===== config.mk =====
export PLATFORM = sky130hd
export DESIGN_NAME = maj_tree_pipe
export DESIGN_NICKNAME = d
export VERILOG_FILES = /design/src/rtl/maj_tree_pkg.sv /design/src/rtl/maj_tree_stage.sv /design/src/rtl/maj_tree_pipe.sv
export SDC_FILE = /design/constraint.sdc
export NUM_CORES = 1
export LEC_CHECK = 0
export CAP_MARGIN = 0
export CORE_MARGIN = 2
export CORE_UTILIZATION = 40
export CTS_BUF_LIST = sky130_fd_sc_hd__clkbuf_4
export DETAILED_ROUTE_END_ITERATION = 10
export GPL_ROUTABILITY_DRIVEN = 1
export GPL_TIMING_DRIVEN = 0
export HOLD_SLACK_MARGIN = 0.15
export PLACE_DENSITY = 0.76
export SKIP_CTS_REPAIR_TIMING = 1
export SLEW_MARGIN = 20
export SYNTH_ARGS = -nofsm -noshare
export SYNTH_HDL_FRONTEND = slang
export SYNTH_HIERARCHICAL = 1
export SYNTH_SLANG_ARGS = --single-unit

===== constraint.sdc =====
create_clock -name clk -period 2.6 [get_ports clk]
set_input_delay 0.39 -clock clk [delete_from_list [all_inputs] [get_ports clk]]
set_output_delay 0.39 -clock clk [all_outputs]
set_load 0.01 [all_outputs]

===== src/rtl/maj_tree_pkg.sv =====
// maj_tree_pkg
// Shared definitions for the pipelined ternary majority tree.
//   maj3        : single-bit three-input majority, applied bit by bit by each node
//   leafCount   : number of leaves (3**levels) for a tree of the given depth
//   nodeCount   : number of nodes at a given level of a tree of the given depth
//   WIDTH_MIN/WIDTH_MAX, LEVELS_MIN/LEVELS_MAX : legal parameter ranges
package maj_tree_pkg;

    localparam int WIDTH_MIN  = 1;
    localparam int WIDTH_MAX  = 64;
    localparam int LEVELS_MIN = 1;
    localparam int LEVELS_MAX = 4;

    // Majority of three bits: true when at least two inputs are true.
    function automatic logic maj3(input logic a, input logic b, input logic c);
        return (a & b) | (a & c) | (b & c);
    endfunction

    // Nodes at 'level' of a tree 'levels' deep; level 0 holds the leaves.
    function automatic int nodeCount(input int levels, input int level);
        int n;
        n = 1;
        for (int i = level; i < levels; i++) begin
            n = n * 3;
        end
        return n;
    endfunction

    function automatic int leafCount(input int levels);
        return nodeCount(levels, 0);
    endfunction

endpackage


===== src/rtl/maj_tree_stage.sv =====
// maj_tree_stage
// One registered level of the majority tree: NODES majority nodes, each
// reducing three WIDTH-bit children, followed by a data register and a valid bit.
// Ports:
//   clk, rst_n  : clock and asynchronous active-low reset
//   flush       : synchronous clear of the valid bit
//   load        : stage may take new contents this cycle
//   childValid  : the level below holds a vector
//   childData   : 3*NODES children of WIDTH bits, child i at [i*WIDTH +: WIDTH]
//   nodeValid   : this stage holds a vector
//   nodeData    : NODES registered node results
module maj_tree_stage
    import maj_tree_pkg::*;
#(
    parameter int WIDTH = 1,
    parameter int NODES = 1
)
(
    input  logic                     clk,
    input  logic                     rst_n,
    input  logic                     flush,
    input  logic                     load,
    input  logic                     childValid,
    input  logic [3*NODES*WIDTH-1:0] childData,
    output logic                     nodeValid,
    output logic [NODES*WIDTH-1:0]   nodeData
);

    logic [NODES*WIDTH-1:0] nodeNext;

    // Every node takes children 3j, 3j+1 and 3j+2 and votes bit by bit, so
    // each bit position of the vector forms an independent majority tree.
    always_comb begin
        nodeNext = '0;
        for (int j = 0; j < NODES; j++) begin
            for (int b = 0; b < WIDTH; b++) begin
                nodeNext[j*WIDTH + b] = maj3(childData[(3*j)*WIDTH + b],
                                             childData[(3*j + 1)*WIDTH + b],
                                             childData[(3*j + 2)*WIDTH + b]);
            end
        end
    end

    // Stage register. Flush only drops the valid bit; the data is left alone
    // since nothing downstream looks at it without valid. Data is captured
    // only when a real vector arrives, so an emptying load keeps the last
    // result visible on the output rather than bubble garbage.
    always_ff @(posedge clk or negedge rst_n) begin
        if (!rst_n) begin
            nodeValid <= 1'b0;
            nodeData  <= '0;
        end else if (flush) begin
            nodeValid <= 1'b0;
        end else if (load) begin
            nodeValid <= childValid;
            if (childValid) begin
                nodeData <= nodeNext;
            end
        end
    end

endmodule


===== src/rtl/maj_tree_pipe.sv =====
// maj_tree_pipe
// Pipelined bitwise ternary majority tree over 3**LEVELS leaf vectors, with
// one register stage per tree level and valid/ready flow control.
// Optional build macro: MAJ_TREE_INV_EN adds the per-leaf complement mask in_inv.
// Ports:
//   clk, rst_n           : clock and asynchronous active-low reset
//   flush                : synchronous clear of all in-flight vectors
//   in_valid / in_ready  : leaf vector handshake
//   in_leaf              : LEAVES*WIDTH bits, leaf i at [i*WIDTH +: WIDTH]
//   in_inv               : per-leaf complement mask (MAJ_TREE_INV_EN only)
//   out_valid / out_ready: result handshake
//   out_data             : WIDTH-bit root result
//   busy                 : any stage holds a vector
module maj_tree_pipe
    import maj_tree_pkg::*;
#(
    parameter int WIDTH  = 1,
    parameter int LEVELS = 3
)
(
    input  logic                                clk,
    input  logic                                rst_n,
    input  logic                                flush,
    input  logic                                in_valid,
    output logic                                in_ready,
    input  logic [leafCount(LEVELS)*WIDTH-1:0]  in_leaf,
`ifdef MAJ_TREE_INV_EN
    input  logic [leafCount(LEVELS)-1:0]        in_inv,
`endif
    output logic                                out_valid,
    input  logic                                out_ready,
    output logic [WIDTH-1:0]                    out_data,
    output logic                                busy
);

    localparam int LEAVES = leafCount(LEVELS);

    if (WIDTH < WIDTH_MIN || WIDTH > WIDTH_MAX ||
        LEVELS < LEVELS_MIN || LEVELS > LEVELS_MAX) begin : gBadParam
        $error("maj_tree_pipe: WIDTH or LEVELS outside the legal range");
    end

    logic [LEAVES*WIDTH-1:0] leafEff;
    logic [LEVELS-1:0]       stageValid;
    logic [LEVELS-1:0]       stageLoad;

`ifdef MAJ_TREE_INV_EN
    // Complement the selected leaves ahead of the first level of nodes.
    always_comb begin
        leafEff = '0;
        for (int i = 0; i < LEAVES; i++) begin
            leafEff[i*WIDTH +: WIDTH] = in_leaf[i*WIDTH +: WIDTH] ^ {WIDTH{in_inv[i]}};
        end
    end
`else
    assign leafEff = in_leaf;
`endif

    // A stage may load when it, or any stage after it, has a hole, or when
    // the consumer is taking the result. Written as a scan over the later
    // stages rather than a ripple on stageLoad itself so the logic has no
    // self-referencing vector.
    always_comb begin
        stageLoad = '0;
        for (int k = 0; k < LEVELS; k++) begin
            stageLoad[k] = out_ready;
            for (int m = k; m < LEVELS; m++) begin
                if (!stageValid[m]) begin
                    stageLoad[k] = 1'b1;
                end
            end
        end
    end

    assign in_ready  = rst_n && !flush && stageLoad[0];
    assign out_valid = stageValid[LEVELS-1];
    assign busy      = |stageValid;

    for (genvar k = 0; k < LEVELS; k++) begin : gStage
        localparam int NODES = nodeCount(LEVELS, k + 1);

        logic [3*NODES*WIDTH-1:0] childData;
        logic                     childValid;
        logic [NODES*WIDTH-1:0]   nodeData;

        if (k == 0) begin : gFirst
            assign childData  = leafEff;
            assign childValid = in_valid && in_ready;
        end else begin : gNext
            assign childData  = gStage[k-1].nodeData;
            assign childValid = stageValid[k-1];
        end

        maj_tree_stage #(
            .WIDTH (WIDTH),
            .NODES (NODES)
        ) uStage (
            .clk        (clk),
            .rst_n      (rst_n),
            .flush      (flush),
            .load       (stageLoad[k]),
            .childValid (childValid),
            .childData  (childData),
            .nodeValid  (stageValid[k]),
            .nodeData   (nodeData)
        );
    end

    assign out_data = gStage[LEVELS-1].nodeData;

endmodule


==> flow_summary.yaml, run 1 <==
clock_tree:
  cts_max_level: 1
  clk_pin_slew_ns: 0.09
  clock-sinks: 16
  clk-insertion-delay-late_ns: 0.28
  root_buffer: "clkbuf_4"
  tritoncts: "built"
  clockBufferDepth: 2
  numCtsBuffers: 3
sta:
  timing.final.ws_setup_ns: 0.441
  rsz0062_at_grt: "no"
  timing.final.max_slew_violations: 0
  hold_violations: 0
  worst_pin_slew_ns: 0.733
  max_freq_mhz: 463
  finClkSkew_ns: 0.00421
  setup_viol_count_final: 0
  min_period_over_period_pct: 83.0
  timing.final.crit_period_ns: 2.16
  max_slew_margin_pct: 51.1
synth:
  yosys.area_share.simple_pct: 10.9
  synthCells: 61
  synth-adder-area-share_pct: 15.7
  synth_cell_types: 17
  syn_nets: 93
  synth_xor_xnor_area_share_pct: 0
  syn-cell-area_um2: 858
  post_synth.cell_area_avg_um2: 14.1
  ys_ff_latch: 16
  ys_warn_count: 6
  synth_mux_area_share_pct: 24.5
  synth_area_leaders: "dfrtp_1, mux2_4, maj3_1"
  synth_top_family_by_area: "multiplexers"
  synth_top_area_cell: "dfrtp_1"
  synth-compound-area-share_pct: 0
  synth.top_cell.area_share_pct: 46.6
  yosysSeqAreaShare_pct: 46.6
power_and_ir_drop:
  peakVddDrop_v: 0.000297
  comb_power_share_pct: 27.5
  cellPowerDensity_nw_per_um2: 507
  p_sw_share_pct: 23.0
  p_switching_mw: 0.148
  power.share.clock_pct: 19.8
  p_leak_nw: 0.555
  total_power_mw: 0.644
  p_int_mw: 0.496
  pwr-share-seq_pct: 52.7
global_route:
  overflow: 0
  grt_pass1_wl_mm: 2.49
  grt_pass1_vias: 628
  grt_max_degree: 19
  antenna_found_initial: 0
  grtUsageTotal_pct: 13.1
final_layout:
  drive_gt1_share_pct: 25.0
  final_cell_mix: "clkdlybuf4s50_1, dfrtp_1, maj3_1, mux2_4"
  nNetsFinal: 133
  mostFrequentLayoutCell: "clkdlybuf4s50_1"
  syn_to_final_growth_pct: 48.1
  antenna_cells: 0
setup_path:
  reg2reg_depth: 5
  crit_type: "in2out"
  path_buf_inv: 2
  slowest_stage: "clkdlybuf4s50_1"
  cp_cell_sequence: "clkdlybuf4s50_1, and4b_4, nor3b_2, clkdlybuf4s50_1"
  end_kind: "output pin"
  ff2ff_setup_slack_ns: 0.98
  reg2reg_to: "gStage[0].uStage/nodeData[8]"
  cpMostUsedCell: "clkdlybuf4s50_1"
  cp.required_ns: 2.21
  cp_data_arrival_time_ns: 1.77
  cp-start-kind: "input port"
  r2r-start: "gStage[1].uStage/nodeValid"
  cpPeakStageDelay_ns: 0.55
  cp_max_fo: 3
  critical-path-top-delay-family: "buffers and inverters"
floorplan:
  core-area_um2: 2000
  initial_core_util_pct: 42.9
  dieArea_um2: 2530
  ios: 36
  fp.dieH_um: 50.3
  die_w_um: 50.3
  num_rows: 16
detailed_routing:
  ant_nets: 0
  drc: 0
  drt_iter0_markers: 7
  wl_per_cell_um: 11.1
  dr_total_vias: 619
  wl_mm: 1.40
  drt_first_pass_iters: 6
  vias_per_cell: 4.87
placement:
  numPortBuffers: 35
  dp_slack_ns: -0.0184
  dp_hpwl_mm: 1.16
  gp_congestion: 0.658
status:
  status: "finished clean"
job:
  cap_violations: 0
hold_path:
  hold_class: "in2async"
## per-stage QoR
stage | util [%] | instance area (um2) | TNS (ns) | cells | hold WS (ns)
2_1_floorplan | - | 858 | 0 | 61 | 0.0944
3_3_place_gp | 62.1 | 1240 | -0.0134 | 123 | 0.492
3_5_place_dp | 62.1 | 1240 | -0.0184 | 123 | 0.497
4_1_cts | 63.4 | 1270 | -0.0194 | 127 | 0.517
5_1_grt | 63.5 | 1270 | 0 | 127 | 0.212
6_report | 63.5 | 1270 | 0 | 127 | 0.148
## layout make-up
class                      count  area, um2
buffer                         1       11.3
clock buffer                   3       22.5
clock inverter                 1       3.75
fill                         175        731
inverter                       2       7.51
multi-input combinational     42        439
sequential                    16        400
tap                           27       33.8
timing repair buffer          35        353
## sequential cells by signal, indices dropped and copies added (netlist names)
| register | flops |
|---|---|
| gStage.uStage/nodeValid | 3 |
| gStage.uStage/nodeData | 13 |
## cells by family after synthesis
kind of cell / Yosys count
simple gates: 13
flops: 16
mux: 16
buf+inv: 3
fa+ha+maj: 13
## worst max path at each step
| stage | from | end | slack [ns] | cells after the start |
|---|---|---|---|---|
| floorplan | gStage[2].uStage/nodeValid | gStage[0].uStage/nodeData[0] | 1.04 | 5 |
| global placement | rst_n | in_ready | -0.01 | 3 |
| detailed placement | rst_n | in_ready | -0.02 | 3 |
| CTS | rst_n | in_ready | -0.02 | 3 |
| global route | rst_n | in_ready | 0.22 | 3 |
| finish | out_ready | in_ready | 0.44 | 4 |
## power groups by stage
stage	clock network, mW	logic, mW	registers (mW)
after floorplan	0	0.109	0.335
after global placement	0	0.175	0.342
after detailed placement	0	0.180	0.344
after CTS	0.137	0.180	0.340
after global routing	0.151	0.193	0.345
final	0.128	0.177	0.339
## Yosys cell counts
master    instances
and2b_2           1
and3b_1           1
and4b_4           1
buf_6             1
dfrtp_1          16
inv_1             2
maj3_1            9
maj3_2            4
mux2_2            4
mux2_4            9
mux2i_1           3
nand2_1           2
nand3b_1          2
nor2_1            3
nor3_2            1
nor3b_2           1
or3_1             1
## layer usage
layer	global-route usage, %	share of wire [%]
met3	2.68	6.6
met1	15.2	42
met2	22.6	51
met5	0	0
met4	6.76	0
No activity file was read; power rests on OpenSTA's default activity.
==> run 2, diff against run 1 <==
- clock period: 2.6 -> 2.2 ns (I/O delays scaled with it)
==> flow_summary.yaml, run 2 (synthesis gave the netlist of run 1 again) <==
clock_tree:
  root_buffer: "clkbuf_4"
  clk_pin_slew_ns: 0.09
  clockBufferDepth: 2
  clock-sinks: 16
  cts_max_level: 1
  numCtsBuffers: 3
  tritoncts: "built"
  clk-insertion-delay-late_ns: 0.28
sta:
  holdWs_ns: 0.445
  finClkSkew_ns: 0.00475
  min_period_over_period_pct: 92.7
  setup_viol_count_final: 0
  timing.final.ws_setup_ns: 0.161
  max_freq_mhz: 491
  timing.final.crit_period_ns: 2.04
  rsz0062_at_grt: "no"
  timing.final.max_slew_violations: 0
  hold_violations: 0
  max_slew_margin_pct: 53.0
  setup_tns_ns: 0
  worst_pin_slew_ns: 0.703
detailed_routing:
  drc: 0
  wl_met1_um: 605
  wl_met3_um: 92
  drt_iter0_markers: 7
  wl_per_cell_um: 10.9
  wl_mm: 1.39
  met2_wirelength_um: 694
  maxUsedRoutingLayer: "met3"
  drt_first_pass_iters: 2
  vias_per_cell: 4.85
  dr_total_vias: 621
  ant_nets: 0
floorplan:
  initial_core_util_pct: 42.9
  core-area_um2: 2000
  num_rows: 16
  fp.dieH_um: 50.3
  ios: 36
  die_w_um: 50.3
  dieArea_um2: 2530
final_layout:
  top_register: "gStage.uStage/nodeData"
  drive_gt1_share_pct: 25.7
  fill_cells: 174
  reg_top3: "gStage.uStage/nodeData: 13 flops, gStage.uStage/nodeValid: 3 flops"
  syn_to_final_growth_pct: 48.4
  final_cells: 128
  stdcell_area_um2: 1270
  mostFrequentLayoutCell: "clkdlybuf4s50_1"
  nNetsFinal: 134
  final_cell_mix: "clkdlybuf4s50_1, dfrtp_1, maj3_1, mux2_4"
  antenna_cells: 0
  largest_reg_flops: 13
placement:
  numPortBuffers: 35
  gp_congestion: 0.658
  dp_hpwl_mm: 1.16
  placed_cells: 123
  dp_slack_ns: -0.298
  place_area_um2: 1240
global_route:
  overflow: 0
  antenna_found_initial: 0
  grt_max_degree: 19
  grt_pass1_wl_mm: 2.49
  grt_pass1_vias: 628
  grtUsageTotal_pct: 13.1
setup_path:
  crit_type: "in2out"
  cp.required_ns: 1.87
  cp_max_fo: 3
  cp-start-kind: "input port"
  end_kind: "output pin"
  cp_data_arrival_time_ns: 1.71
hold_path:
  hold_class: "in2reg"
power_and_ir_drop:
  cellPowerDensity_nw_per_um2: 599
  peakVddDrop_v: 0.000353
  p_leak_nw: 0.550
status:
  status: "finished clean"
job:
  cap_violations: 0
==> run 2: changes by cell type in the layout (fill, tap and decap cells not counted) <==
cell            delta
dlymetal6s2s_1     -1
dlygate4sd3_1      +1
clkbuf_2           +1
==> run 2: stage by stage <==
step / utilization, % / power, mW
CTS: 63.4 / 0.777
detailed placement: 62.1 / 0.620
global placement: 62.1 / 0.611
finish: 63.6 / 0.763
floorplan: - / 0.524
global route: 63.6 / 0.815
==> run 2: routing by layer <==
| metal | track usage, % | up-vias |
|---|---|---|
| li1 | - | 301 |
| met1 | 15.2 | 294 |
| met2 | 22.6 | 26 |
| met3 | 2.68 | 0 |
| met4 | 6.76 | 0 |
| met5 | 0 | - |
==> run 2: layout make-up <==
type                       instances  area (um2)  share of cell area, %
buffer                             1        11.3                  0.884
tap                               27        33.8                   2.65
sequential                        16         400                   31.4
timing repair buffer              36         355                   27.9
clock inverter                     1        3.75                  0.295
clock buffer                       3        22.5                   1.77
inverter                           2        7.51                  0.589
multi-input combinational         42         439                   34.5
==> run 2: worst max-delay path, cell delays in order <==
cell and delay [ns]:
clkdlybuf4s50_1 0.47, and4b_4 0.22, nor3b_2 0.14, clkdlybuf4s50_1 0.55
==> run 2: where the power goes <==
part / switching [mW] / internal [mW]
Clock: 0.0870 / 0.0658
Combinational: 0.0483 / 0.162
Sequential: 0.0416 / 0.359
Total: 0.177 / 0.587
==> run 2: final timing paths <==
path / from / to / slack, ns / depth (start not counted)
max in group asynchronous: rst_n / gStage[0].uStage/nodeData[8] / 1.11 / 2
hold reg to reg: gStage[2].uStage/nodeData / gStage[2].uStage/nodeData / 0.51 / 1
setup / recovery: out_ready / in_ready / 0.16 / 4
setup reg to reg: gStage[1].uStage/nodeValid / gStage[0].uStage/nodeData[8] / 0.58 / 5
hold / removal: rst_n / gStage[0].uStage/nodeValid / 0.45 / 5
min in group asynchronous: rst_n / gStage[1].uStage/nodeValid / 0.64 / 2
==> run 3, diff against run 2 <==
- CTS_CLUSTER_SIZE: default -> 14
- SLEW_MARGIN: 20 -> 15
==> results of run 3 <==
Final layout, timing and power as in run 2 (identical DEF).
